$ cat src/rtl/fetch_unit_pkg.sv
// Shared pipeline definitions for the fetch stage and the IF/ID register.
// The IF/ID struct is also consumed by the decode stage.
package fetch_unit_pkg;

    localparam logic [31:0] NOP_INSTR = 32'h0000_0013;

    typedef enum logic [1:0] {
        StReq,
        StWait,
        StHold,
        StDrop
    } fetch_state_e;

    typedef struct packed {
        logic [31:0] instr;
        logic [31:0] pc;
        logic [31:0] pc_plus4;
        logic        valid;
    } if_id_t;

    function automatic logic [31:0] pc_inc(input logic [31:0] pc);
        return pc + 32'd4;
    endfunction

endpackage

$ cat src/rtl/fetch_unit_if_id_reg.sv
// IF/ID pipeline register: flush beats stall, stall beats load, otherwise a bubble.
// Flushes and bubbles leave the PC fields untouched.
module fetch_unit_if_id_reg
    import fetch_unit_pkg::*;
(
    input  logic   clk,
    input  logic   rst,
    input  logic   stall_i,
    input  logic   flush_i,
    input  logic   load_i,
    input  if_id_t data_i,
    output if_id_t q_o
);

    if_id_t q_q;
    if_id_t q_d;

    always_comb begin
        q_d = q_q;
        if (flush_i) begin
            q_d.valid = 1'b0;
            q_d.instr = NOP_INSTR;
        end else if (stall_i) begin
            q_d = q_q;
        end else if (load_i) begin
            q_d = data_i;
        end else begin
            q_d.valid = 1'b0;
            q_d.instr = NOP_INSTR;
        end
    end

    always_ff @(posedge clk or posedge rst) begin
        if (rst) begin
            q_q.instr    <= NOP_INSTR;
            q_q.pc       <= 32'h0;
            q_q.pc_plus4 <= 32'h0;
            q_q.valid    <= 1'b0;
        end else begin
            q_q <= q_d;
        end
    end

    assign q_o = q_q;

endmodule

$ cat src/rtl/fetch_unit.sv
// Instruction fetch: owns PCF, keeps one imem request outstanding, buffers a response
// that lands during a decode stall, and drops responses made stale by a redirect.
module fetch_unit
    import fetch_unit_pkg::*;
#(
    parameter logic [31:0] RESET_PC = 32'h0000_0000
) (
    input  logic        clk,
    input  logic        rst,
    input  logic        StallD,
    input  logic        FlushD,
    input  logic        PCSrcE,
    input  logic [31:0] PCTargetE,
    output logic        ImemReq,
    output logic [31:0] ImemAddr,
    input  logic        ImemValid,
    input  logic [31:0] ImemRdata,
    output logic [31:0] InstrD,
    output logic [31:0] PCD,
    output logic [31:0] PCPlus4D,
    output logic        ValidD
);

    fetch_state_e state_q, state_d;
    logic [31:0]  pc_q, pc_d;
    logic [31:0]  buf_q, buf_d;
    logic [31:0]  pc_plus4;
    logic         load;
    logic [31:0]  load_instr;
    if_id_t       if_id_in;
    if_id_t       if_id_q;

    assign pc_plus4 = pc_inc(pc_q);

    always_comb begin
        state_d    = state_q;
        pc_d       = pc_q;
        buf_d      = buf_q;
        load       = 1'b0;
        load_instr = ImemRdata;
        ImemReq    = 1'b0;
        ImemAddr   = pc_q;
        unique case (state_q)
            StReq: begin
                // The request goes out even on a redirect; DROP then swallows its response.
                ImemReq = 1'b1;
                if (PCSrcE) begin
                    pc_d    = PCTargetE;
                    state_d = StDrop;
                end else begin
                    state_d = StWait;
                end
            end
            StWait: begin
                if (PCSrcE) begin
                    pc_d    = PCTargetE;
                    state_d = ImemValid ? StReq : StDrop;
                end else if (ImemValid) begin
                    if (!StallD) begin
                        load     = 1'b1;
                        pc_d     = pc_plus4;
                        ImemReq  = 1'b1;
                        ImemAddr = pc_plus4;
                    end else begin
                        buf_d   = ImemRdata;
                        state_d = StHold;
                    end
                end
            end
            StHold: begin
                if (PCSrcE) begin
                    pc_d    = PCTargetE;
                    state_d = StReq;
                end else if (!StallD) begin
                    load       = 1'b1;
                    load_instr = buf_q;
                    pc_d       = pc_plus4;
                    state_d    = StReq;
                end
            end
            StDrop: begin
                if (PCSrcE) begin
                    pc_d = PCTargetE;
                end
                if (ImemValid) begin
                    state_d = StReq;
                end
            end
            default: begin
                state_d = StReq;
            end
        endcase
    end

    always_ff @(posedge clk or posedge rst) begin
        if (rst) begin
            state_q <= StReq;
            pc_q    <= RESET_PC;
            buf_q   <= 32'h0;
        end else begin
            state_q <= state_d;
            pc_q    <= pc_d;
            buf_q   <= buf_d;
        end
    end

    assign if_id_in.instr    = load_instr;
    assign if_id_in.pc       = pc_q;
    assign if_id_in.pc_plus4 = pc_plus4;
    assign if_id_in.valid    = 1'b1;

    fetch_unit_if_id_reg u_if_id_reg (
        .clk     (clk),
        .rst     (rst),
        .stall_i (StallD),
        .flush_i (FlushD),
        .load_i  (load),
        .data_i  (if_id_in),
        .q_o     (if_id_q)
    );

    assign InstrD   = if_id_q.instr;
    assign PCD      = if_id_q.pc;
    assign PCPlus4D = if_id_q.pc_plus4;
    assign ValidD   = if_id_q.valid;

endmodule

$ cat config.mk
export PLATFORM = sky130hd
export DESIGN_NAME = fetch_unit
export DESIGN_NICKNAME = d
export VERILOG_FILES = /design/src/rtl/fetch_unit_pkg.sv /design/src/rtl/fetch_unit_if_id_reg.sv /design/src/rtl/fetch_unit.sv
export SDC_FILE = /design/constraint.sdc
export NUM_CORES = 1
export LEC_CHECK = 0
export ABC_AREA = 1
export ABC_CLOCK_PERIOD_IN_PS = 7700
export CORE_MARGIN = 3
export CORE_UTILIZATION = 53
export CTS_BUF_LIST = sky130_fd_sc_hd__clkbuf_4
export CTS_CLUSTER_DIAMETER = 30
export DETAILED_ROUTE_END_ITERATION = 6
export HOLD_SLACK_MARGIN = 0.15
export PLACE_DENSITY = 0.87
export SYNTH_ARGS = -nofsm -noshare
export SYNTH_HDL_FRONTEND = slang
export SYNTH_SLANG_ARGS = --single-unit
$ cat constraint.sdc
create_clock -name clk -period 7.7 [get_ports clk]
set_input_delay 1.54 -clock clk [delete_from_list [all_inputs] [get_ports clk]]
set_output_delay 1.54 -clock clk [all_outputs]
set_load 0.1 [all_outputs]
## After elaboration in Yosys (flattened, before gate mapping)

Index checks and enable logic that the tools add are counted.

| word-level totals | value |
|---|---|
| register bits after elaboration | 163 |
| logic and storage cells | 56 |

| cells by class | value |
|---|---|
| add/subtract/negate cells | 1 |
| equal/unequal tests | 9 |
| mux-type cells | 31 |
| bitwise logic cells | 3 |
| reductions and logical operators | 5 |

Operators with widths:

| cell | number |
|---|---|
| 32-bit two-way mux | 11 |
| 97-bit two-way mux | 1 |
| 32-bit case mux with 3 select lines | 1 |
| 64-bit two-way mux | 1 |
| 32-bit by 3-bit adder with 32-bit output, second input constant | 1 |
| 2-bit two-way mux | 8 |
| 3-bit inequality test, second input constant | 3 |
| 2-bit case mux with 4 select lines | 1 |
| 4-bit AND reduction | 2 |
| 1-bit two-way mux | 6 |
| 2-bit equality test, second input constant | 2 |
| 2-bit by 1-bit inequality test with 1-bit output, second input constant | 2 |
| 1-bit case mux with 2 select lines | 2 |
| 1-bit NOT | 3 |
| 3-bit AND reduction | 1 |
| 2-bit by 1-bit equality test with 1-bit output, second input constant | 1 |
| 2-bit logical NOT | 1 |
| 2-bit inequality test, second input constant | 1 |
| 2-bit OR reduction | 1 |

## Longest topological paths before layout

| depth | value |
|---|---|
| depth in word-level cells | 7 |
| gate-level depth with buffers | 14 |
| gate-level depth less buffers | 14 |

## Cells and area by module

Synthesis repeated with hierarchy kept, for this count alone.

| second synthesis, totals | value |
|---|---|
| cell total of the unflattened synthesis | 1491 |
| area total of the unflattened synthesis | 10007.1 sq um |

Modules (own cells, without submodules):

| module | instances | cells each | area an instance (sq um) | sequential area each (sq um) |
|---|---|---|---|---|
| fetch_unit | 1 | 1061 | 6152.2 | 1651.6 |
| fetch_unit_if_id_reg | 1 | 430 | 3854.9 | 2431.1 |

## Worst setup path before layout

No wires, ideal clock.

| timing path | value |
|---|---|
| path kind | input-to-output |
| start | in PCSrcE |
| end | out ImemAddr[10] |
| data arrival time | 4.050 ns |
| required time | 6.160 ns |
| slack | 2.110 ns |
| stages | 4 |
| cells stage by stage | buf_4 -> nor2_8 -> clkbuf_1 -> o21ai_0 |

| on the way | value |
|---|---|
| longest elaborated chain between the ends | 2 |

Ends and longest elaborated chain:

| what | line | source |
|---|---|---|
| start: declaration | fetch_unit.sv:12 | `input logic PCSrcE,` |
| 32-bit two-way mux | fetch_unit.sv:55 | `if (PCSrcE) begin` |
| 32-bit two-way mux | fetch_unit.sv:43 | `unique case (state_q)` |
| end: declaration | fetch_unit.sv:15 | `output logic [31:0] ImemAddr,` |

Every way passes these cells.

## Worst setup path in the final report

| timing path | value |
|---|---|
| start | in PCSrcE |
| end | out ImemAddr[29] |

The elaborated chain is that of the path after synthesis.

==> metrics.cfg <==
[run_status]
run_status = finished, final reports clean

[yosys]
post-synth-top-area-fraction = 0.438
total_number_of_yosys_warnings = 0
mappedNetlistNets = 1344
synth-xor-area-share = 0.00776
edff_count_synth = 0
most_instantiated_flip_flop_cell_in_the_synthesis_netlist = dfrtp_1
synth_compound_area_frac = 0.185
ys_ff_latch = 161
synth-seq-area-share = 0.447
cell_taking_the_most_area_after_synthesis = dfrtp_1
async_flop_share = 1.00
portion_of_netlist_area_occupied_by_mux_cells = 0.00374
yosysMostFrequentCell = nand2_1
post_synth_most_frequent_cells = nand2_1 (402), o21ai_0 (169), dfrtp_1 (158)
synth.lib_cells_used.distinct = 36
synth.avg_cell_area_um2 = 7.12
synth_top_cells_by_area = dfrtp_1 (44%), nand2_1 (17%), o21ai_0 (9.4%)
number_of_instances_in_the_synthesized_netlist = 1269
simple_gate_area_share_of_the_yosys_netlist = 0.271
yosys.area_share.adder = 0.00693
largest_family_of_logic_cells_by_synthesized_area = simple AND/OR/NAND/NOR gates
synthesized_area_um2 = 9030

[worst_setup_path]
timing.critical_path.from = PCSrcE
worstSetupPathType = input pin to primary output
critical_path.reg2reg.startpoint = state_q[1]
start_kind = input pin
worst-endpoint-arrival_ps = 4210
data_required_time_at_the_worst_endpoint_ps = 6160
crit_path_end_kind = primary output
path_max_fanout = 37

[cts]
ctsHtreeMaxLevel = 4
cts.hold.buffers_added = 0
clkSlewWorstSetupHoldPaths_ps = 160
clock-sinks = 161
cts_tree = done
clock_tree.root_cell = clkbuf_4
max-clock-path-buffers = 2
cts_made_buffers = 17
cts.repair.resized = 0
post_cts.repair.setup_buffers = 0
clock_latency_ps = 580

[floorplan]
fp.dieArea_um2 = 18600
chipHeight_um = 137
start_util = 0.543
fp.dieW_um = 137
floorplan.io_pins = 200
placementRows = 47
core_um2 = 16600

[final_layout]
total_of_fill_cells_in_the_finished_design = 1412
flow.area_growth_from_synthesis_pct = 25.8
layout-drive-gt1-share = 0.0751
layout.nets = 1500

[sta]
post-route-period-util = 0.746
tightest_slew_ps = 1120
final.hold.worst_slack_ps = 500
final_critical_period_ps = 5750
slew-limit-headroom = 0.250
timing.final.max_slew_violations = 0
finalHoldViolCount = 0
fmaxAchievable_ghz = 0.174
tns_ps = 0
finClkSkew_ps = 13.8
setup_viol = 0
grt_setup_unrepaired = false

[drt]
route.detailed.wl_per_inst_um = 16.5
num_vias = 9327
drc_violation_total_after_the_first_tritonroute_iteration = 960
post_drt_via_cell_ratio = 5.62
final_antenna_net_count = 0
routed_wl_um = 27400
route.detailed.drc = 0
number_of_search_and_repair_iterations_in_the_first_detailed_routing_pass = 6

[global_routing]
first_global_vias = 8527
antenna_found_initial = 2
gr-max-usage-layer = met2
use_met3 = 0.0835
grt_start_max_net_pins = 92
grt_first_pass_wirelength_um = 43100
grt_use_met2 = 0.464
grt_util_met1 = 0.387
grt.overflow.total = 0
grt_util_all_layers = 0.295

[placement]
detailed_place_hpwl_um = 18600
portBuffers = 199
gpl.final_weighted_congestion = 0.931

[min_path]
worst_hold_startpoint = buf_q[10]
hold_path_class = flip-flop to flip-flop

[flow_run]
max_cap_violations = 0

[layout by cell type (no fill, tap or decap), types with 2 or more instances in the layout]
cell	n
nand2_1	402
clkdlybuf4s50_1	171
o21ai_0	169
dfrtp_1	158
nor2_1	99
inv_1	93
a21oi_1	86
nand3_1	72
buf_4	38
o21ai_1	28
a31oi_1	18
clkbuf_4	17
nor2_2	11
inv_6	8
xor2_1	7
o211ai_1	6
o22ai_1	5
inv_2	5
nor2_4	5
ha_1	5
bufinv_16	5
mux2_2	3
nand2_2	3
and2_1	3
dfstp_2	3
diode_2	2
a32oi_1	2
nand2_4	2
a21oi_2	2
inv_8	2
[routing by layer]
layer	wire (µm)	vias to the layer above
met5	0	-
met2	12600	550
met1	10900	4260
met3	3030	81
li1	-	4436
met4	782	0
[critical path, stage by stage]
cell,delay [ps]
clkdlybuf4s50_1,390
buf_4,260
nor2_8,470
inv_1,620
a21oi_1,300
nand2_1,100
o21ai_0,140
buf_4,360
[area by class of cell]
class | count | area (µm²) | share of cell area
well taps | 220 | 275 | 0.0242
clock inverters | 15 | 239 | 0.0210
inverters | 101 | 387 | 0.0340
diodes | 2 | 5.00 | 0.000441
multi-input cells | 935 | 4300 | 0.378
clock buffers | 17 | 128 | 0.0112
repair buffers | 209 | 2000 | 0.176
flip-flops and latches | 161 | 4030 | 0.355
[cell families after synthesis]
logic type      count (synthesis)
fa+ha+maj                       5
compound gates                319
buf+inv                       173
mux                             3
xor+xnor                        8
simple gates                  600
flops                         161
[final timing paths]
| check | slack (ps) | cells after the start | end |
|---|---|---|---|
| worst max-delay path | 1950 | 8 | ImemAddr[29] |
| worst min-delay path | 500 | 2 | buf_q[10] |
| worst max register to register | 4520 | 10 | u_if_id_reg.q_o[25] |
| worst min register to register | 500 | 2 | buf_q[10] |
| max in group asynchronous | 4840 | 3 | u_if_id_reg.q_o[81] |
| min in group asynchronous | 1470 | 2 | u_if_id_reg.q_o[40] |
[registers in the layout, indices dropped and copies added, names as in the netlist]
name and flops:
u_if_id_reg.q_o 95, buf_q 32, pc_q 32, state_q 2
[metrics by stage]
stage	util	worst slack, ps	area (µm²)	std cells
finish	0.683	1950	11400	1660
global route	0.683	1770	11400	1660
CTS	0.682	1960	11400	1658
detailed placement	0.660	1970	11000	1626
global placement	0.660	2010	11000	1626
floorplan	-	1820	9030	1269
Power is left out: the tool's default activity adds up to more than one toggle a clock period on the data nets, which glitch-free logic cannot reach.
